`src/rtl/sram_march_bist.sv`:
```
// March C- built-in self-test controller for a single-port SRAM macro.
// Sequences the six March elements over the full array with one SRAM op per
// cycle. Read data is checked one cycle after each read is issued. The first
// miscompare is recorded, and a saturating count of all miscompares is kept.
//
// state | meaning
// IDLE  | waiting for start, SRAM port quiet
// RUN   | issuing one March op per cycle (10N cycles)
// DRAIN | last read is being compared, no op issued
// DONE  | results held, waiting for a new start
module sram_march_bist #(
    parameter int DATA_WIDTH  = 64,
    parameter int ADDR_WIDTH  = 10,
    parameter int WMASK_WIDTH = 2,
    parameter int CNT_WIDTH   = 16
) (
    input  logic                   clk,
    input  logic                   rst,
    input  logic                   start,
    input  logic [DATA_WIDTH-1:0]  pattern,
    output logic                   busy,
    output logic                   done,
    output logic                   fail,
    output logic [ADDR_WIDTH-1:0]  fail_addr,
    output logic [2:0]             fail_elem,
    output logic [DATA_WIDTH-1:0]  fail_bits,
    output logic [CNT_WIDTH-1:0]   fail_count,
    output logic                   sram_we,
    output logic [WMASK_WIDTH-1:0] sram_wmask,
    output logic [ADDR_WIDTH-1:0]  sram_addr,
    output logic [DATA_WIDTH-1:0]  sram_din,
    input  logic [DATA_WIDTH-1:0]  sram_dout
);

    typedef enum logic [1:0] {S_IDLE, S_RUN, S_DRAIN, S_DONE} state_t;

    localparam logic [ADDR_WIDTH-1:0] ADDR_LAST = '1;
    localparam logic [2:0]            ELEM_LAST = 3'd5;

    state_t                  state_q, state_d;
    logic [2:0]              elem_q, elem_d;
    logic                    phase_q, phase_d;   // 0: first op at address, 1: write after read
    logic [DATA_WIDTH-1:0]   bg_q, bg_d;
    logic                    done_q, done_d;
    logic                    we_q, we_d;
    logic [WMASK_WIDTH-1:0]  wmask_q, wmask_d;
    logic [ADDR_WIDTH-1:0]   addr_q, addr_d;
    logic [DATA_WIDTH-1:0]   din_q, din_d;
    logic                    rd_q, rd_d;

    logic                    cmp_valid_q;
    logic [DATA_WIDTH-1:0]   cmp_exp_q;
    logic [ADDR_WIDTH-1:0]   cmp_addr_q;
    logic [2:0]              cmp_elem_q;

    logic                    fail_q;
    logic [ADDR_WIDTH-1:0]   fail_addr_q;
    logic [2:0]              fail_elem_q;
    logic [DATA_WIDTH-1:0]   fail_bits_q;
    logic [CNT_WIDTH-1:0]    fail_count_q;

    logic                    up;
    logic                    at_end;
    logic [2:0]              nxt_elem;
    logic                    nxt_phase;
    logic [ADDR_WIDTH-1:0]   nxt_addr;
    logic                    run_last;

    logic                    accept;
    logic                    iss;
    logic                    iss_wr;
    logic                    iss_wr_bg;
    logic [2:0]              iss_elem;
    logic                    iss_phase;
    logic [ADDR_WIDTH-1:0]   iss_addr;
    logic [DATA_WIDTH-1:0]   iss_bg;

    logic [DATA_WIDTH-1:0]   rd_exp;
    logic [DATA_WIDTH-1:0]   cmp_diff;
    logic                    mism;

    // Successor of the op currently on the SRAM port within the March sequence.
    always_comb begin
        up        = (elem_q == 3'd0) || (elem_q == 3'd1) || (elem_q == 3'd2) || (elem_q == 3'd5);
        at_end    = up ? (addr_q == ADDR_LAST) : (addr_q == '0);
        nxt_elem  = elem_q;
        nxt_phase = 1'b0;
        nxt_addr  = addr_q;
        run_last  = 1'b0;
        if ((elem_q != 3'd0) && (elem_q != ELEM_LAST) && !phase_q) begin
            nxt_phase = 1'b1;
        end else if (!at_end) begin
            nxt_addr = up ? addr_q + 1'b1 : addr_q - 1'b1;
        end else if (elem_q == ELEM_LAST) begin
            run_last = 1'b1;
        end else begin
            nxt_elem = elem_q + 3'd1;
            // E3 and E4 walk downwards, so they start at the top address.
            nxt_addr = ((elem_q == 3'd2) || (elem_q == 3'd3)) ? ADDR_LAST : '0;
        end
    end

    // Next-state logic and registered SRAM op for the following cycle.
    always_comb begin
        state_d   = state_q;
        elem_d    = elem_q;
        phase_d   = phase_q;
        bg_d      = bg_q;
        done_d    = done_q;
        accept    = 1'b0;
        iss       = 1'b0;
        iss_elem  = elem_q;
        iss_phase = phase_q;
        iss_addr  = addr_q;
        iss_bg    = bg_q;
        case (state_q)
            S_IDLE, S_DONE: begin
                if (start) begin
                    state_d   = S_RUN;
                    accept    = 1'b1;
                    done_d    = 1'b0;
                    bg_d      = pattern;
                    iss       = 1'b1;
                    iss_elem  = 3'd0;
                    iss_phase = 1'b0;
                    iss_addr  = '0;
                    iss_bg    = pattern;
                end
            end
            S_RUN: begin
                if (run_last) begin
                    state_d = S_DRAIN;
                end else begin
                    iss       = 1'b1;
                    iss_elem  = nxt_elem;
                    iss_phase = nxt_phase;
                    iss_addr  = nxt_addr;
                end
            end
            S_DRAIN: begin
                state_d = S_DONE;
                done_d  = 1'b1;
            end
            default: state_d = S_IDLE;
        endcase
        if (iss) begin
            elem_d  = iss_elem;
            phase_d = iss_phase;
        end
        iss_wr    = (iss_elem == 3'd0) || iss_phase;
        iss_wr_bg = (iss_elem == 3'd0) || (iss_elem == 3'd2) || (iss_elem == 3'd4);
        we_d      = iss && iss_wr;
        wmask_d   = (iss && iss_wr) ? '1 : '0;
        addr_d    = iss ? iss_addr : '0;
        din_d     = (iss && iss_wr) ? (iss_wr_bg ? iss_bg : ~iss_bg) : '0;
        rd_d      = iss && !iss_wr;
    end

    // Expected data for the read currently on the port, and the delayed compare.
    always_comb begin
        rd_exp   = ((elem_q == 3'd2) || (elem_q == 3'd4)) ? ~bg_q : bg_q;
        cmp_diff = sram_dout ^ cmp_exp_q;
        mism     = cmp_valid_q && (cmp_diff != '0);
    end

    // State, sequencer and SRAM port registers.
    always_ff @(posedge clk or posedge rst) begin
        if (rst) begin
            state_q <= S_IDLE;
            elem_q  <= 3'd0;
            phase_q <= 1'b0;
            bg_q    <= '0;
            done_q  <= 1'b0;
            we_q    <= 1'b0;
            wmask_q <= '0;
            addr_q  <= '0;
            din_q   <= '0;
            rd_q    <= 1'b0;
        end else begin
            state_q <= state_d;
            elem_q  <= elem_d;
            phase_q <= phase_d;
            bg_q    <= bg_d;
            done_q  <= done_d;
            we_q    <= we_d;
            wmask_q <= wmask_d;
            addr_q  <= addr_d;
            din_q   <= din_d;
            rd_q    <= rd_d;
        end
    end

    // Compare pipeline: freezes what a read expects, so the write issued in the
    // compare cycle cannot disturb it.
    always_ff @(posedge clk or posedge rst) begin
        if (rst) begin
            cmp_valid_q <= 1'b0;
            cmp_exp_q   <= '0;
            cmp_addr_q  <= '0;
            cmp_elem_q  <= 3'd0;
        end else begin
            cmp_valid_q <= rd_q;
            cmp_exp_q   <= rd_exp;
            cmp_addr_q  <= addr_q;
            cmp_elem_q  <= elem_q;
        end
    end

    // Result registers: first-failure capture plus saturating miscompare count.
    always_ff @(posedge clk or posedge rst) begin
        if (rst) begin
            fail_q       <= 1'b0;
            fail_addr_q  <= '0;
            fail_elem_q  <= 3'd0;
            fail_bits_q  <= '0;
            fail_count_q <= '0;
        end else if (accept) begin
            fail_q       <= 1'b0;
            fail_addr_q  <= '0;
            fail_elem_q  <= 3'd0;
            fail_bits_q  <= '0;
            fail_count_q <= '0;
        end else if (mism) begin
            if (fail_count_q != '1) begin
                fail_count_q <= fail_count_q + 1'b1;
            end
            if (!fail_q) begin
                fail_q      <= 1'b1;
                fail_addr_q <= cmp_addr_q;
                fail_elem_q <= cmp_elem_q;
                fail_bits_q <= cmp_diff;
            end
        end
    end

    assign busy       = (state_q == S_RUN) || (state_q == S_DRAIN);
    assign done       = done_q;
    assign fail       = fail_q;
    assign fail_addr  = fail_addr_q;
    assign fail_elem  = fail_elem_q;
    assign fail_bits  = fail_bits_q;
    assign fail_count = fail_count_q;
    assign sram_we    = we_q;
    assign sram_wmask = wmask_q;
    assign sram_addr  = addr_q;
    assign sram_din   = din_q;

endmodule

```
`config.mk`:
```
export PLATFORM = sky130hd
export DESIGN_NAME = sram_march_bist
export DESIGN_NICKNAME = d
export VERILOG_FILES = /design/src/rtl/sram_march_bist.sv
export SDC_FILE = /design/constraint.sdc
export NUM_CORES = 1
export LEC_CHECK = 0
export BUFFER_PORTS_ARGS = -buffer_cell sky130_fd_sc_hd__buf_2
export CORE_UTILIZATION = 50
export DETAILED_ROUTE_END_ITERATION = 7
export GPL_TIMING_DRIVEN = 1
export PLACE_DENSITY = 0.74
export SLEW_MARGIN = 20
export SYNTH_ARGS = -nofsm -noshare
export SYNTH_HDL_FRONTEND = slang
export SYNTH_SLANG_ARGS = --single-unit
```
`constraint.sdc`:
```
create_clock -name clk -period 21.5 [get_ports clk]
set_input_delay 4.3 -clock clk [delete_from_list [all_inputs] [get_ports clk]]
set_output_delay 4.3 -clock clk [all_outputs]
set_load 0.05 [all_outputs]
```
==> impl_metrics.env <==
export IMPL_run_status="complete, no violations"
export IMPL_routed_via_density=5.459
export IMPL_worstRegToRegCells=9
export IMPL_synth_distinct_cells=50
export IMPL_drt_pass1_iter_count=5
export IMPL_p_per_area_nw_per_um2=194.5
export IMPL_cap_viol_max_count=0
export IMPL_yosysSeqAreaShare_pct=55.62
export IMPL_drive_gt1_share_pct=26.04
export IMPL_slew_headroom_pct=26.48
export IMPL_synthTopCellsByArea="dfrtp_1 56%, nand2_1 5.8%, mux2i_1 5.5%"
export IMPL_synth_edf_count=0
export IMPL_tns_ns=0
export IMPL_post_dp_cell_area_sq_um=16120
export IMPL_drc=0
export IMPL_critPathArrivalTime_ns=7.32
export IMPL_clkLatencyLatePin_ns=0.53
export IMPL_yosys_area_share_simple_pct=14.13
export IMPL_clk_path_buf_depth=3
export IMPL_cts_root_buf="clkbuf_16"
export IMPL_start_util_pct=51.24
export IMPL_synth_top_family_by_area="simple AND/OR/NAND/NOR gates"
export IMPL_cts_buffers_inserted=35
export IMPL_grt_pass1_wl_um=59360
export IMPL_critPathSlowestCell="buf_4"
export IMPL_async_flop_share_pct=100.0
export IMPL_p_leak_uw=0.008658
export IMPL_period_needed_ns=6.982
export IMPL_grt_overflow=0
export IMPL_setup_violations=0
export IMPL_io_buffers=303
export IMPL_min_period_over_period_pct=32.47
export IMPL_dieArea_sq_um=29380
export IMPL_gp_congestion=0.8832
export IMPL_synth_top_area_share_pct=55.62
export IMPL_fin_area_sq_um=17280
export IMPL_cts_tree="built"
export IMPL_num_rows=61
export IMPL_totalWireLength_um=39430
export IMPL_postLayoutCoreUtil_pct=61.67
export IMPL_path_delay_family="simple AND/OR/NAND/NOR gates"
export IMPL_fillers=2341
export IMPL_hold_path_class="flop to flop"
export IMPL_skew_ns=0.03153
export IMPL_startpoint_type="input port"
export IMPL_via_count=10920
export IMPL_synth_mux_area_share_pct=5.588
export IMPL_drt_iter0_drc=645
export IMPL_synth_xor_area_share_pct=8.727
export IMPL_synth_seq_cells=319
export IMPL_holdPathStages=0
export IMPL_crit_cells=9
export IMPL_ant_nets=0
export IMPL_grt_pass1_vias=10430
export IMPL_die_h_um=171.4
export IMPL_maxSlewViolCount=0
export IMPL_ctsResizeCount=0
export IMPL_yosysWarningCount=0
export IMPL_hold_buffers=0
export IMPL_worstSetupPathType="input port to flop"
export IMPL_synth_compound_area_share_pct=11.13
export IMPL_path_clk_slew_ns=0.06
export IMPL_wl_per_cell_um=19.72
export IMPL_antenna_found_initial=5
export IMPL_synthCells=1332
export IMPL_worstMarginPinSlew_ns=1.103
export IMPL_final_nets=1743
export IMPL_track_usage_pct=26.64
export IMPL_critPathMaxFanout=46
export IMPL_syn_nets=1480
export IMPL_crit_path_cell_trace="buf_2 -> xor2_1 -> nor4_1 -> nand4_1 -> o41a_1 -> nor2b_4 -> buf_4 -> mux2i_1 -> nor2_1"
export IMPL_htree_num_levels=2
export IMPL_cpPeakStageDelay_ns=0.76
export IMPL_coreArea_sq_um=28010
export IMPL_syn_to_final_growth_pct=20.37
export IMPL_synth_area_sq_um=14350
export IMPL_avgSynthCellArea_sq_um=10.77
export IMPL_cts_setup_buffers=0
export IMPL_ir_drop_uv=123.4
export IMPL_timing_fmax_mhz=143.2
export IMPL_cp_data_required_time_ns=21.83
export IMPL_io_pin_count=304
export IMPL_synth_top_cell_by_area="dfrtp_1"
export IMPL_place_inst=1936
export IMPL_critical_path_buf_inv_count=2
export IMPL_rsz0062_at_grt="no"
export IMPL_synthFlopType="dfrtp_1"
export IMPL_hold_viol=0
export IMPL_die_x_um=171.4
export IMPL_synthAdderAreaFrac_pct=1.534
export IMPL_post_dp_hpwl_um=27120
export IMPL_grt_max_degree=107
export IMPL_cts_sinks=319
export IMPL_fin_cells=2000
export IMPL_crit_path_end_kind="flop"
power breakdown:
group	leakage [uW]	switching (uW)	internal (uW)
clock	0.000553	237	361
combinational	0.00398	1210	530
sequential	0.00412	168	855
total	0.00866	1610	1750
state kept, by name, summed over array words and instances, names as in the netlist:
name and cells:
bg_q 64, cmp_exp_q 64, fail_bits 64, sram_din 64, fail_count 16, cmp_addr_q 10, fail_addr 10, sram_addr 10
cmp_elem_q 3, elem_q 3, fail_elem 3, state_q 2, cmp_valid_q 1, done 1, fail 1, phase_q 1
rd_q 1, sram_wmask 1
cell usage in the layout (no fill, tap or decap), types with 2 or more instances in the layout:
cell / instances
and3_1: 3
or2_2: 2
a22o_1: 2
nor3_1: 3
a211oi_1: 25
inv_1: 14
bufinv_16: 3
a211oi_2: 40
nand2_1: 219
nand4_1: 15
nor2b_1: 3
dfrtp_1: 319
nand3_1: 75
mux2i_1: 79
clkbuf_16: 36
ha_1: 16
a21o_1: 67
or3_1: 7
or4_1: 2
nor4_1: 20
clkbuf_8: 5
diode_2: 5
o21bai_1: 3
clkbuf_1: 10
clkinv_2: 2
a31o_2: 2
nor2_1: 111
buf_2: 303
o21ai_0: 21
o211ai_1: 2
xor2_1: 72
xnor2_1: 71
and2_1: 4
and4_1: 2
buf_4: 12
a21oi_1: 17
o2111ai_1: 2
path summary, 6_finish.rpt:
kind,startpoint,to,slack (ns)
max,sram_dout[62],fail_bits[29],14.52
min,rd_q,cmp_valid_q,0.35
max reg2reg,elem_q[0],sram_din[45],17.41
min reg2reg,rd_q,cmp_valid_q,0.35
max in group asynchronous,rst,cmp_exp_q[19],16.06
min in group asynchronous,rst,fail_addr[4],3.92
per-layer routing:
| metal | wire [um] | global-route usage, % |
|---|---|---|
| met2 | 17750 | 39.43 |
| met5 | 0 | 0 |
| met3 | 2782 | 4.464 |
| met4 | 1168 | 9.356 |
| met1 | 17730 | 39.43 |
synth_stat cells (16+ instances only):
master	count
a211oi_1	25
a21oi_1	18
buf_2	20
dfrtp_1	319
mux2i_1	79
clkbuf_1	49
xor2_1	72
nand2_1	220
a211oi_2	40
nor4_1	20
xnor2_1	71
ha_1	16
nor2_1	111
nand3_1	75
o21ai_0	21
a21o_1	68
area by class of cell:
type	count	area [sq um]	share of cell area, %
Sequential cell	319	7983	46.21
Multi-Input combinational cell	907	5949	34.44
Timing Repair Buffer	317	1654	9.575
Clock buffer	51	1007	5.830
Tap cell	378	473.0	2.738
Clock inverter	8	132.6	0.7677
Inverter	15	63.81	0.3694
Antenna cell	5	12.51	0.07243
stage by stage:
stage | hold WS (ns) | worst slack (ns) | total power (uW)
finish | 0.3535 | 14.52 | 3361
global route | 0.3676 | 14.42 | 3544
CTS | 0.3545 | 14.56 | 3367
detailed placement | 0.3403 | 14.03 | 2758
global placement | 0.3365 | 13.61 | 2719
floorplan | 0.3312 | 8.372 | 2334
cells by family (layout without fill, tap and decap cells):
| group | count (synthesis) | count (layout) |
|---|---|---|
| AO/OA/AOI/OAI | 196 | 196 |
| XOR/XNOR | 143 | 143 |
| adder cells (fa/ha/maj) | 17 | 17 |
| buffers and inverters | 106 | 391 |
| flip-flops | 319 | 319 |
| multiplexers | 80 | 80 |
| other | 0 | 5 |
| AND/OR/NAND/NOR | 471 | 471 |
Power figures use the tool's default switching activity.
